$ cat src/rtl/mem_stage_if.sv
`default_nettype none
// +--------------------------------------------------------------------+
// | mem_stage_if : execute-side, data-bus and write-back signals of     |
// |                the memory-access stage                              |
// | Revision     : 1.0                                                  |
// +--------------------------------------------------------------------+
interface mem_stage_if #(
    parameter int ADDR_W = 32
);
    logic              ex_valid_i;
    logic              ex_ready_o;
    logic [31:0]       instr_i;
    logic [31:0]       pc_i;
    logic [31:0]       result_i;
    logic [31:0]       rs2_i;
    logic              data_req_o;
    logic              data_we_o;
    logic [3:0]        data_be_o;
    logic [ADDR_W-1:0] data_addr_o;
    logic [31:0]       data_wdata_o;
    logic              data_gnt_i;
    logic              data_rvalid_i;
    logic [31:0]       data_rdata_i;
    logic              wb_valid_o;
    logic              wb_we_o;
    logic [4:0]        wb_rd_o;
    logic [31:0]       wb_data_o;
    logic              misaligned_o;

    modport master (
        input  ex_valid_i, instr_i, pc_i, result_i, rs2_i,
        input  data_gnt_i, data_rvalid_i, data_rdata_i,
        output ex_ready_o, data_req_o, data_we_o, data_be_o, data_addr_o, data_wdata_o,
        output wb_valid_o, wb_we_o, wb_rd_o, wb_data_o, misaligned_o
    );

    modport slave (
        output ex_valid_i, instr_i, pc_i, result_i, rs2_i,
        output data_gnt_i, data_rvalid_i, data_rdata_i,
        input  ex_ready_o, data_req_o, data_we_o, data_be_o, data_addr_o, data_wdata_o,
        input  wb_valid_o, wb_we_o, wb_rd_o, wb_data_o, misaligned_o
    );
endinterface
`default_nettype wire

$ cat src/rtl/mem_stage.sv
`default_nettype none
// +--------------------------------------------------------------------+
// | mem_stage : memory-access stage; loads/stores on a req/gnt/rvalid   |
// |             bus with lane steering, registered write-back result    |
// | Revision  : 1.0                                                     |
// +--------------------------------------------------------------------+
module mem_stage #(
    parameter int ADDR_W = 32
) (
    input  logic       clk,
    input  logic       rst_i,
    mem_stage_if.master bus
);

    localparam logic [6:0] c_OPC_LOAD   = 7'b0000011;
    localparam logic [6:0] c_OPC_STORE  = 7'b0100011;
    localparam logic [6:0] c_OPC_JAL    = 7'b1101111;
    localparam logic [6:0] c_OPC_JALR   = 7'b1100111;
    localparam logic [6:0] c_OPC_LUI    = 7'b0110111;
    localparam logic [6:0] c_OPC_AUIPC  = 7'b0010111;
    localparam logic [6:0] c_OPC_OP_IMM = 7'b0010011;
    localparam logic [6:0] c_OPC_OP     = 7'b0110011;

    typedef enum logic [1:0] {
        IDLE = 2'd0,
        REQ  = 2'd1,
        WAIT = 2'd2
    } state_t;

    state_t r_state;
    state_t w_state_nxt;

    logic [6:0]        w_opcode;
    logic [4:0]        w_rd;
    logic [2:0]        w_funct3;
    logic [1:0]        w_off;
    logic              w_accept;
    logic              w_is_load;
    logic              w_is_store;
    logic              w_legal_f3;
    logic              w_misaligned;
    logic              w_mem_bad;
    logic              w_mem_go;
    logic [3:0]        w_be;
    logic [31:0]       w_wdata;
    logic [31:0]       w_shifted;
    logic [31:0]       w_load_data;
    logic              w_unused_bits;

    logic              r_req;
    logic              r_we;
    logic [3:0]        r_be;
    logic [ADDR_W-1:0] r_addr;
    logic [31:0]       r_wdata;
    logic              r_wb_valid;
    logic              r_wb_we;
    logic [4:0]        r_wb_rd;
    logic [31:0]       r_wb_data;
    logic              r_misaligned;
    logic [2:0]        r_funct3;
    logic [1:0]        r_off;

    assign w_opcode   = bus.instr_i[6:0];
    assign w_rd       = bus.instr_i[11:7];
    assign w_funct3   = bus.instr_i[14:12];
    assign w_off      = bus.result_i[1:0];
    assign w_accept   = bus.ex_valid_i && (r_state == IDLE);
    assign w_is_load  = (w_opcode == c_OPC_LOAD);
    assign w_is_store = (w_opcode == c_OPC_STORE);

    // Loads allow signed/unsigned byte and half plus word; stores only b/h/w.
    assign w_legal_f3 = w_is_load ? ((w_funct3 != 3'b011) && (w_funct3[2:1] != 2'b11))
                                  : ((w_funct3[2] == 1'b0) && (w_funct3[1:0] != 2'b11));

    assign w_misaligned = ((w_funct3[1:0] == 2'b01) && w_off[0]) ||
                          ((w_funct3[1:0] == 2'b10) && (w_off != 2'b00));
    assign w_mem_bad    = !w_legal_f3 || w_misaligned;
    assign w_mem_go     = w_accept && (w_is_load || w_is_store) && !w_mem_bad;

    assign w_unused_bits = ^bus.instr_i[31:15];

    always_comb begin
        w_be    = 4'b1111;
        w_wdata = bus.rs2_i;
        case (w_funct3[1:0])
            2'b00: begin
                w_be    = 4'b0001 << w_off;
                w_wdata = {4{bus.rs2_i[7:0]}};
            end
            2'b01: begin
                w_be    = 4'b0011 << {w_off[1], 1'b0};
                w_wdata = {2{bus.rs2_i[15:0]}};
            end
            default: ;
        endcase
    end

    assign w_shifted = bus.data_rdata_i >> {r_off, 3'b000};

    always_comb begin
        w_load_data = w_shifted;
        case (r_funct3)
            3'b000:  w_load_data = {{24{w_shifted[7]}}, w_shifted[7:0]};
            3'b100:  w_load_data = {24'h000000, w_shifted[7:0]};
            3'b001:  w_load_data = {{16{w_shifted[15]}}, w_shifted[15:0]};
            3'b101:  w_load_data = {16'h0000, w_shifted[15:0]};
            default: ;
        endcase
    end

    always_comb begin
        w_state_nxt = r_state;
        unique case (r_state)
            IDLE:    if (w_mem_go) w_state_nxt = REQ;
            REQ:     if (bus.data_gnt_i) w_state_nxt = r_we ? IDLE : WAIT;
            WAIT:    if (bus.data_rvalid_i) w_state_nxt = IDLE;
            default: w_state_nxt = IDLE;
        endcase
    end

    always_ff @(posedge clk) begin
        if (rst_i) r_state <= IDLE;
        else       r_state <= w_state_nxt;
    end

    always_ff @(posedge clk) begin
        if (rst_i) begin
            r_req        <= 1'b0;
            r_we         <= 1'b0;
            r_be         <= 4'h0;
            r_addr       <= '0;
            r_wdata      <= 32'h0;
            r_wb_valid   <= 1'b0;
            r_wb_we      <= 1'b0;
            r_wb_rd      <= 5'd0;
            r_wb_data    <= 32'h0;
            r_misaligned <= 1'b0;
            r_funct3     <= 3'd0;
            r_off        <= 2'd0;
        end else begin
            r_wb_valid   <= 1'b0;
            r_misaligned <= 1'b0;
            case (r_state)
                IDLE: if (w_accept) begin
                    r_wb_rd  <= w_rd;
                    r_funct3 <= w_funct3;
                    r_off    <= w_off;
                    if (w_is_load || w_is_store) begin
                        if (w_mem_bad) begin
                            r_wb_valid   <= 1'b1;
                            r_wb_we      <= 1'b0;
                            r_misaligned <= 1'b1;
                        end else begin
                            r_req   <= 1'b1;
                            r_we    <= w_is_store;
                            r_be    <= w_be;
                            r_addr  <= {bus.result_i[ADDR_W-1:2], 2'b00};
                            r_wdata <= w_wdata;
                        end
                    end else begin
                        r_wb_valid <= 1'b1;
                        case (w_opcode)
                            c_OPC_JAL, c_OPC_JALR: begin
                                r_wb_data <= bus.pc_i + 32'd4;
                                r_wb_we   <= (w_rd != 5'd0);
                            end
                            c_OPC_LUI, c_OPC_AUIPC, c_OPC_OP_IMM, c_OPC_OP: begin
                                r_wb_data <= bus.result_i;
                                r_wb_we   <= (w_rd != 5'd0);
                            end
                            default: r_wb_we <= 1'b0;
                        endcase
                    end
                end
                REQ: if (bus.data_gnt_i) begin
                    r_req <= 1'b0;
                    if (r_we) begin
                        r_wb_valid <= 1'b1;
                        r_wb_we    <= 1'b0;
                    end
                end
                WAIT: if (bus.data_rvalid_i) begin
                    r_wb_valid <= 1'b1;
                    r_wb_data  <= w_load_data;
                    r_wb_we    <= (r_wb_rd != 5'd0);
                end
                default: ;
            endcase
        end
    end

    assign bus.ex_ready_o   = (r_state == IDLE);
    assign bus.data_req_o   = r_req;
    assign bus.data_we_o    = r_we;
    assign bus.data_be_o    = r_be;
    assign bus.data_addr_o  = r_addr;
    assign bus.data_wdata_o = r_wdata;
    assign bus.wb_valid_o   = r_wb_valid;
    assign bus.wb_we_o      = r_wb_we;
    assign bus.wb_rd_o      = r_wb_rd;
    assign bus.wb_data_o    = r_wb_data;
    assign bus.misaligned_o = r_misaligned;

endmodule
`default_nettype wire

$ cat src/flat_wrapper.sv
// flat-port wrapper written by rule: the top's interface ports become plain ports
module mem_stage_flat 
#(
    parameter int ADDR_W = 32
)
  (clk, rst_i, bus_ex_valid_i, bus_instr_i, bus_pc_i, bus_result_i, bus_rs2_i, bus_data_gnt_i, bus_data_rvalid_i, bus_data_rdata_i, bus_ex_ready_o, bus_data_req_o, bus_data_we_o, bus_data_be_o, bus_data_addr_o, bus_data_wdata_o, bus_wb_valid_o, bus_wb_we_o, bus_wb_rd_o, bus_wb_data_o, bus_misaligned_o);
  mem_stage_if #(.ADDR_W(ADDR_W)) bus_i ();
  input  logic clk;
  input  logic rst_i;
  input wire logic [$bits(bus_i.ex_valid_i)-1:0] bus_ex_valid_i;
  input wire logic [$bits(bus_i.instr_i)-1:0] bus_instr_i;
  input wire logic [$bits(bus_i.pc_i)-1:0] bus_pc_i;
  input wire logic [$bits(bus_i.result_i)-1:0] bus_result_i;
  input wire logic [$bits(bus_i.rs2_i)-1:0] bus_rs2_i;
  input wire logic [$bits(bus_i.data_gnt_i)-1:0] bus_data_gnt_i;
  input wire logic [$bits(bus_i.data_rvalid_i)-1:0] bus_data_rvalid_i;
  input wire logic [$bits(bus_i.data_rdata_i)-1:0] bus_data_rdata_i;
  output wire logic [$bits(bus_i.ex_ready_o)-1:0] bus_ex_ready_o;
  output wire logic [$bits(bus_i.data_req_o)-1:0] bus_data_req_o;
  output wire logic [$bits(bus_i.data_we_o)-1:0] bus_data_we_o;
  output wire logic [$bits(bus_i.data_be_o)-1:0] bus_data_be_o;
  output wire logic [$bits(bus_i.data_addr_o)-1:0] bus_data_addr_o;
  output wire logic [$bits(bus_i.data_wdata_o)-1:0] bus_data_wdata_o;
  output wire logic [$bits(bus_i.wb_valid_o)-1:0] bus_wb_valid_o;
  output wire logic [$bits(bus_i.wb_we_o)-1:0] bus_wb_we_o;
  output wire logic [$bits(bus_i.wb_rd_o)-1:0] bus_wb_rd_o;
  output wire logic [$bits(bus_i.wb_data_o)-1:0] bus_wb_data_o;
  output wire logic [$bits(bus_i.misaligned_o)-1:0] bus_misaligned_o;
  assign bus_i.ex_valid_i = bus_ex_valid_i;
  assign bus_i.instr_i = bus_instr_i;
  assign bus_i.pc_i = bus_pc_i;
  assign bus_i.result_i = bus_result_i;
  assign bus_i.rs2_i = bus_rs2_i;
  assign bus_i.data_gnt_i = bus_data_gnt_i;
  assign bus_i.data_rvalid_i = bus_data_rvalid_i;
  assign bus_i.data_rdata_i = bus_data_rdata_i;
  assign bus_ex_ready_o = bus_i.ex_ready_o;
  assign bus_data_req_o = bus_i.data_req_o;
  assign bus_data_we_o = bus_i.data_we_o;
  assign bus_data_be_o = bus_i.data_be_o;
  assign bus_data_addr_o = bus_i.data_addr_o;
  assign bus_data_wdata_o = bus_i.data_wdata_o;
  assign bus_wb_valid_o = bus_i.wb_valid_o;
  assign bus_wb_we_o = bus_i.wb_we_o;
  assign bus_wb_rd_o = bus_i.wb_rd_o;
  assign bus_wb_data_o = bus_i.wb_data_o;
  assign bus_misaligned_o = bus_i.misaligned_o;
  mem_stage #(.ADDR_W(ADDR_W)) u_core (.clk(clk), .rst_i(rst_i), .bus(bus_i));
endmodule
$ cat config.mk
export PLATFORM = sky130hd
export DESIGN_NAME = mem_stage_flat
export DESIGN_NICKNAME = d
export VERILOG_FILES = /design/src/rtl/mem_stage_if.sv /design/src/rtl/mem_stage.sv /design/src/flat_wrapper.sv
export SDC_FILE = /design/constraint.sdc
export NUM_CORES = 1
export LEC_CHECK = 0
export CAP_MARGIN = 0
export CORE_MARGIN = 2
export CORE_UTILIZATION = 40
export CTS_BUF_LIST = sky130_fd_sc_hd__clkbuf_4 sky130_fd_sc_hd__clkbuf_8 sky130_fd_sc_hd__clkbuf_16
export CTS_CLUSTER_DIAMETER = 150
export CTS_CLUSTER_SIZE = 10
export DETAILED_ROUTE_END_ITERATION = 12
export DONT_BUFFER_PORTS = 1
export PLACE_DENSITY_LB_ADDON = 0.08
export REMOVE_ABC_BUFFERS = 1
export SYNTH_ARGS = -nofsm -noshare
export SYNTH_HDL_FRONTEND = slang
export SYNTH_SLANG_ARGS = --single-unit
$ cat constraint.sdc
create_clock -name clk -period 3.2 [get_ports clk]
set_clock_uncertainty 0.1 [all_clocks]
set_input_delay 0.64 -clock clk [delete_from_list [all_inputs] [get_ports clk]]
set_output_delay 0.64 -clock clk [all_outputs]
set_load 0.05 [all_outputs]
==> metrics.md <==
| Metric | Value |
|---|---|
| Mux share of post-synthesis cell area | 7.06% |
| GRT Resource Usage Total | 25.1% |
| Mapped cell area | 6350 µm² |
| Root buf cell | clkbuf_16 |
| Post-synth top cells | nand2_1, dfxtp_1, a21oi_1 |
| First-pass GRT wire length | 32400 µm |
| Max Root-Sink Buffers | 2 |
| Post-synth ARST share | 0% |
| Final hold slack | 0.185 ns |
| Period utilisation layout | 76.0% |
| Post-cts sizing count | 0 |
| Relative slew slack | 52.3% |
| Worst-Skew Late Latency | 0.42 ns |
| Vias in the first global route | 5961 |
| Filler cell count | 1618 |
| Final Power | 3.81 mW |
| Buffers on Ports | 0 |
| Worst Path Max Fanout | 55 |
| Hpwl dp | 16300 µm |
| Synth Area in Adders | 1.18% |
| ANT nets after route | 0 |
| CP required | 3.42 ns |
| Initial antenna violation count | 1 |
| Endpoints failing setup | 0 |
| Routed WL | 21600 µm |
| Outcome | finished clean |
| CTS tree | yes |
| Post-CTS Setup Inserts | 0 |
| DIE HEIGHT | 130 µm |
| Die area | 16900 µm² |
| Area grow syn2layout | 13.3% |
| Critical Path AT | 2.66 ns |
| Max Cap Violations | 0 |
| Simple-gate share of the synthesized area | 25.0% |
| CP endpoint kind | register |
| Top-count cell post-synth | nand2_1 |
| Sequential share of the synthesized area | 36.3% |
| Number of diodes | 0 |
| Peak supply drop | 328 µV |
| Warnings, synthesis | 0 |
| Slew @ Worst Pin | 0.713 ns |
| Placement Rows | 46 |
| Via count | 6093 |
| Post-place instance area | 6590 µm² |
| CTS Hold Bufs | 0 |
| CTS Sinks | 115 |
| Htree depth | 4 |
| GPL Wtd Cong | 0.867 |
| Share of the synthesized area in the top cell type | 36.3% |
| Layout cell share with drive strength beyond 1 | 10.7% |
| Cell taking the most area after synthesis | dfxtp_1 |
| Setup CP Type | register to register |
| Num CTS Buffers | 17 |
| Largest net degree at the start of global routing | 94 |
| Die X | 130 µm |
| Fin nets | 982 |
| Largest family of logic cells by synthesized area | simple AND/OR/NAND/NOR gates |
| Initial Util | 40.4% |
| Synthesized flop and latch total | 115 |
| Primary FF master, synth | dfxtp_1 |
| Post-synthesis compound-gate area fraction | 24.0% |
| Post-synth EDFFs | 0 |
| Io pins | 276 |
| Post-route DRC | 0 |
| Leakage | 2.49 nW |
| Main area contributors after synthesis | dfxtp_1, nand2_1, a21oi_1 |
| Netlist cell types | 66 |
| Initial DRC count | 356 |
| Fmax | 411 MHz |
| Max Slew Vio Count | 0 |
| Hold WC Path Type | input port to register |
| RSZ-0062 raised after global routing | no |
| Syn_area_per_cell | 7.68 µm² |
| DR WL/cell | 20.9 µm |
| Pre-antenna DRT Iters | 5 |
| Total gr overflow | 0 |
| Final Hold Fails | 0 |
| Cells after Synth | 827 |
| Pwr Density | 530 nW/µm² |
| Post-synthesis xor/xnor area fraction | 1.52% |
| Worst Setup Start Kind | register |
| Register clock-pin slew on the reported worst setup and hold paths | 0.05 ns |
| Std-Cell Core Area | 15700 µm² |
| Final instance area | 7190 µm² |
| Via density | 5.88 |
| Fin crit period | 2.43 ns |
metal layers:
layer	GRT usage, %	part of all wire, %
met1	29.5	39
met5	0	0.060
met4	10.6	3.1
met2	40.5	46
met3	10.5	11
metrics by stage:
step | instances | setup slack [ns] | util (%) | setup TNS (ns)
3_3_place_gp | 1008 | 0.678 | 41.9 | 0
5_1_grt | 1037 | 0.539 | 45.8 | 0
2_1_floorplan | 768 | -0.801 | - | -34.35
6_report | 1037 | 0.767 | 45.8 | 0
3_5_place_dp | 1008 | 0.674 | 41.9 | 0
4_1_cts | 1037 | 0.752 | 45.8 | 0
critical path: stages, from the launching register on:
cell	delay, ns
dfxtp_1	0.33
inv_1	0.11
ha_1	0.18
and2_1	0.34
buf_4	0.23
o2111a_2	0.42
buf_12	0.27
nor2_1	0.07
a311oi_1	0.25
cells by family (layout without fill, tap and decap cells):
family	count (synthesis)	count (layout)
AOI/OAI and AO/OA	217	217
xor gates and xnor gates	11	11
adders and majority gates	6	6
buffers and inverters	74	67
DFF	115	115
muxes	43	43
other	1	2
and+or+nand+nor	360	360
placed cells by master, fill, tap and decap left out, types with 4 or more instances in the layout:
| cell type | netlist | layout |
|---|---|---|
| dfxtp_1 | 115 | 115 |
| bufinv_16 | 0 | 4 |
| buf_4 | 2 | 23 |
| o21ai_0 | 26 | 25 |
| xor2_1 | 7 | 7 |
| a22oi_1 | 4 | 4 |
| a221oi_1 | 4 | 4 |
| nand2_1 | 181 | 181 |
| o41ai_1 | 6 | 6 |
| nand3_1 | 20 | 20 |
| nand2b_1 | 5 | 5 |
| mux2_2 | 4 | 4 |
| clkinv_2 | 0 | 4 |
| nor3_1 | 18 | 17 |
| o41ai_2 | 9 | 9 |
| nor2_1 | 84 | 84 |
| or3_1 | 5 | 5 |
| a31o_2 | 7 | 7 |
| a311oi_1 | 16 | 16 |
| o211ai_1 | 16 | 16 |
| inv_1 | 13 | 13 |
| clkbuf_16 | 0 | 17 |
| nand4_1 | 14 | 14 |
| mux2i_1 | 38 | 38 |
| nor4_1 | 8 | 8 |
| xnor2_1 | 4 | 4 |
| and2_1 | 5 | 5 |
| ha_1 | 6 | 6 |
| a211oi_1 | 14 | 14 |
| a21oi_1 | 85 | 85 |
| or2_2 | 4 | 4 |
layout make-up:
cell class	instances	area [µm²]	area share, %
Clock inverter	11	163	2.26
Clock buffer	18	439	6.11
Tap cell	216	270	3.76
Multi-Input combinational cell	639	3770	52.4
Timing Repair Buffer	24	193	2.68
Sequential cell	115	2300	32.0
Inverter	14	52.6	0.731
final timing paths:
kind / startpoint / to / slack, ns / depth (start not counted)
setup / recovery: u_core.r_state[0] / u_core.bus.data_wdata_o[12] / 0.77 / 8
hold / removal: rst_i / u_core.bus.wb_rd_o[4] / 0.19 / 1
setup reg to reg: u_core.r_state[0] / u_core.bus.data_wdata_o[12] / 0.77 / 8
hold reg to reg: u_core.r_state[1] / u_core.r_state[1] / 0.41 / 2
power by group:
group	switching, mW	total [mW]	internal, mW
sequential	0.0742	1.53	1.45
clock	0.665	1.97	1.30
combinational	0.189	0.316	0.127
total	0.929	3.81	2.88
state kept, by name, indices dropped and copies added (netlist names):
name / flops
u_core.bus.data_addr_o: 30
u_core.bus.data_be_o: 4
u_core.bus.data_req_o: 1
u_core.bus.data_wdata_o: 32
u_core.bus.data_we_o: 1
u_core.bus.misaligned_o: 1
u_core.bus.wb_data_o: 32
u_core.bus.wb_rd_o: 5
u_core.bus.wb_valid_o: 1
u_core.bus.wb_we_o: 1
u_core.r_funct3: 3
u_core.r_off: 2
u_core.r_state: 2
No activity file was read; power rests on OpenSTA's default activity.
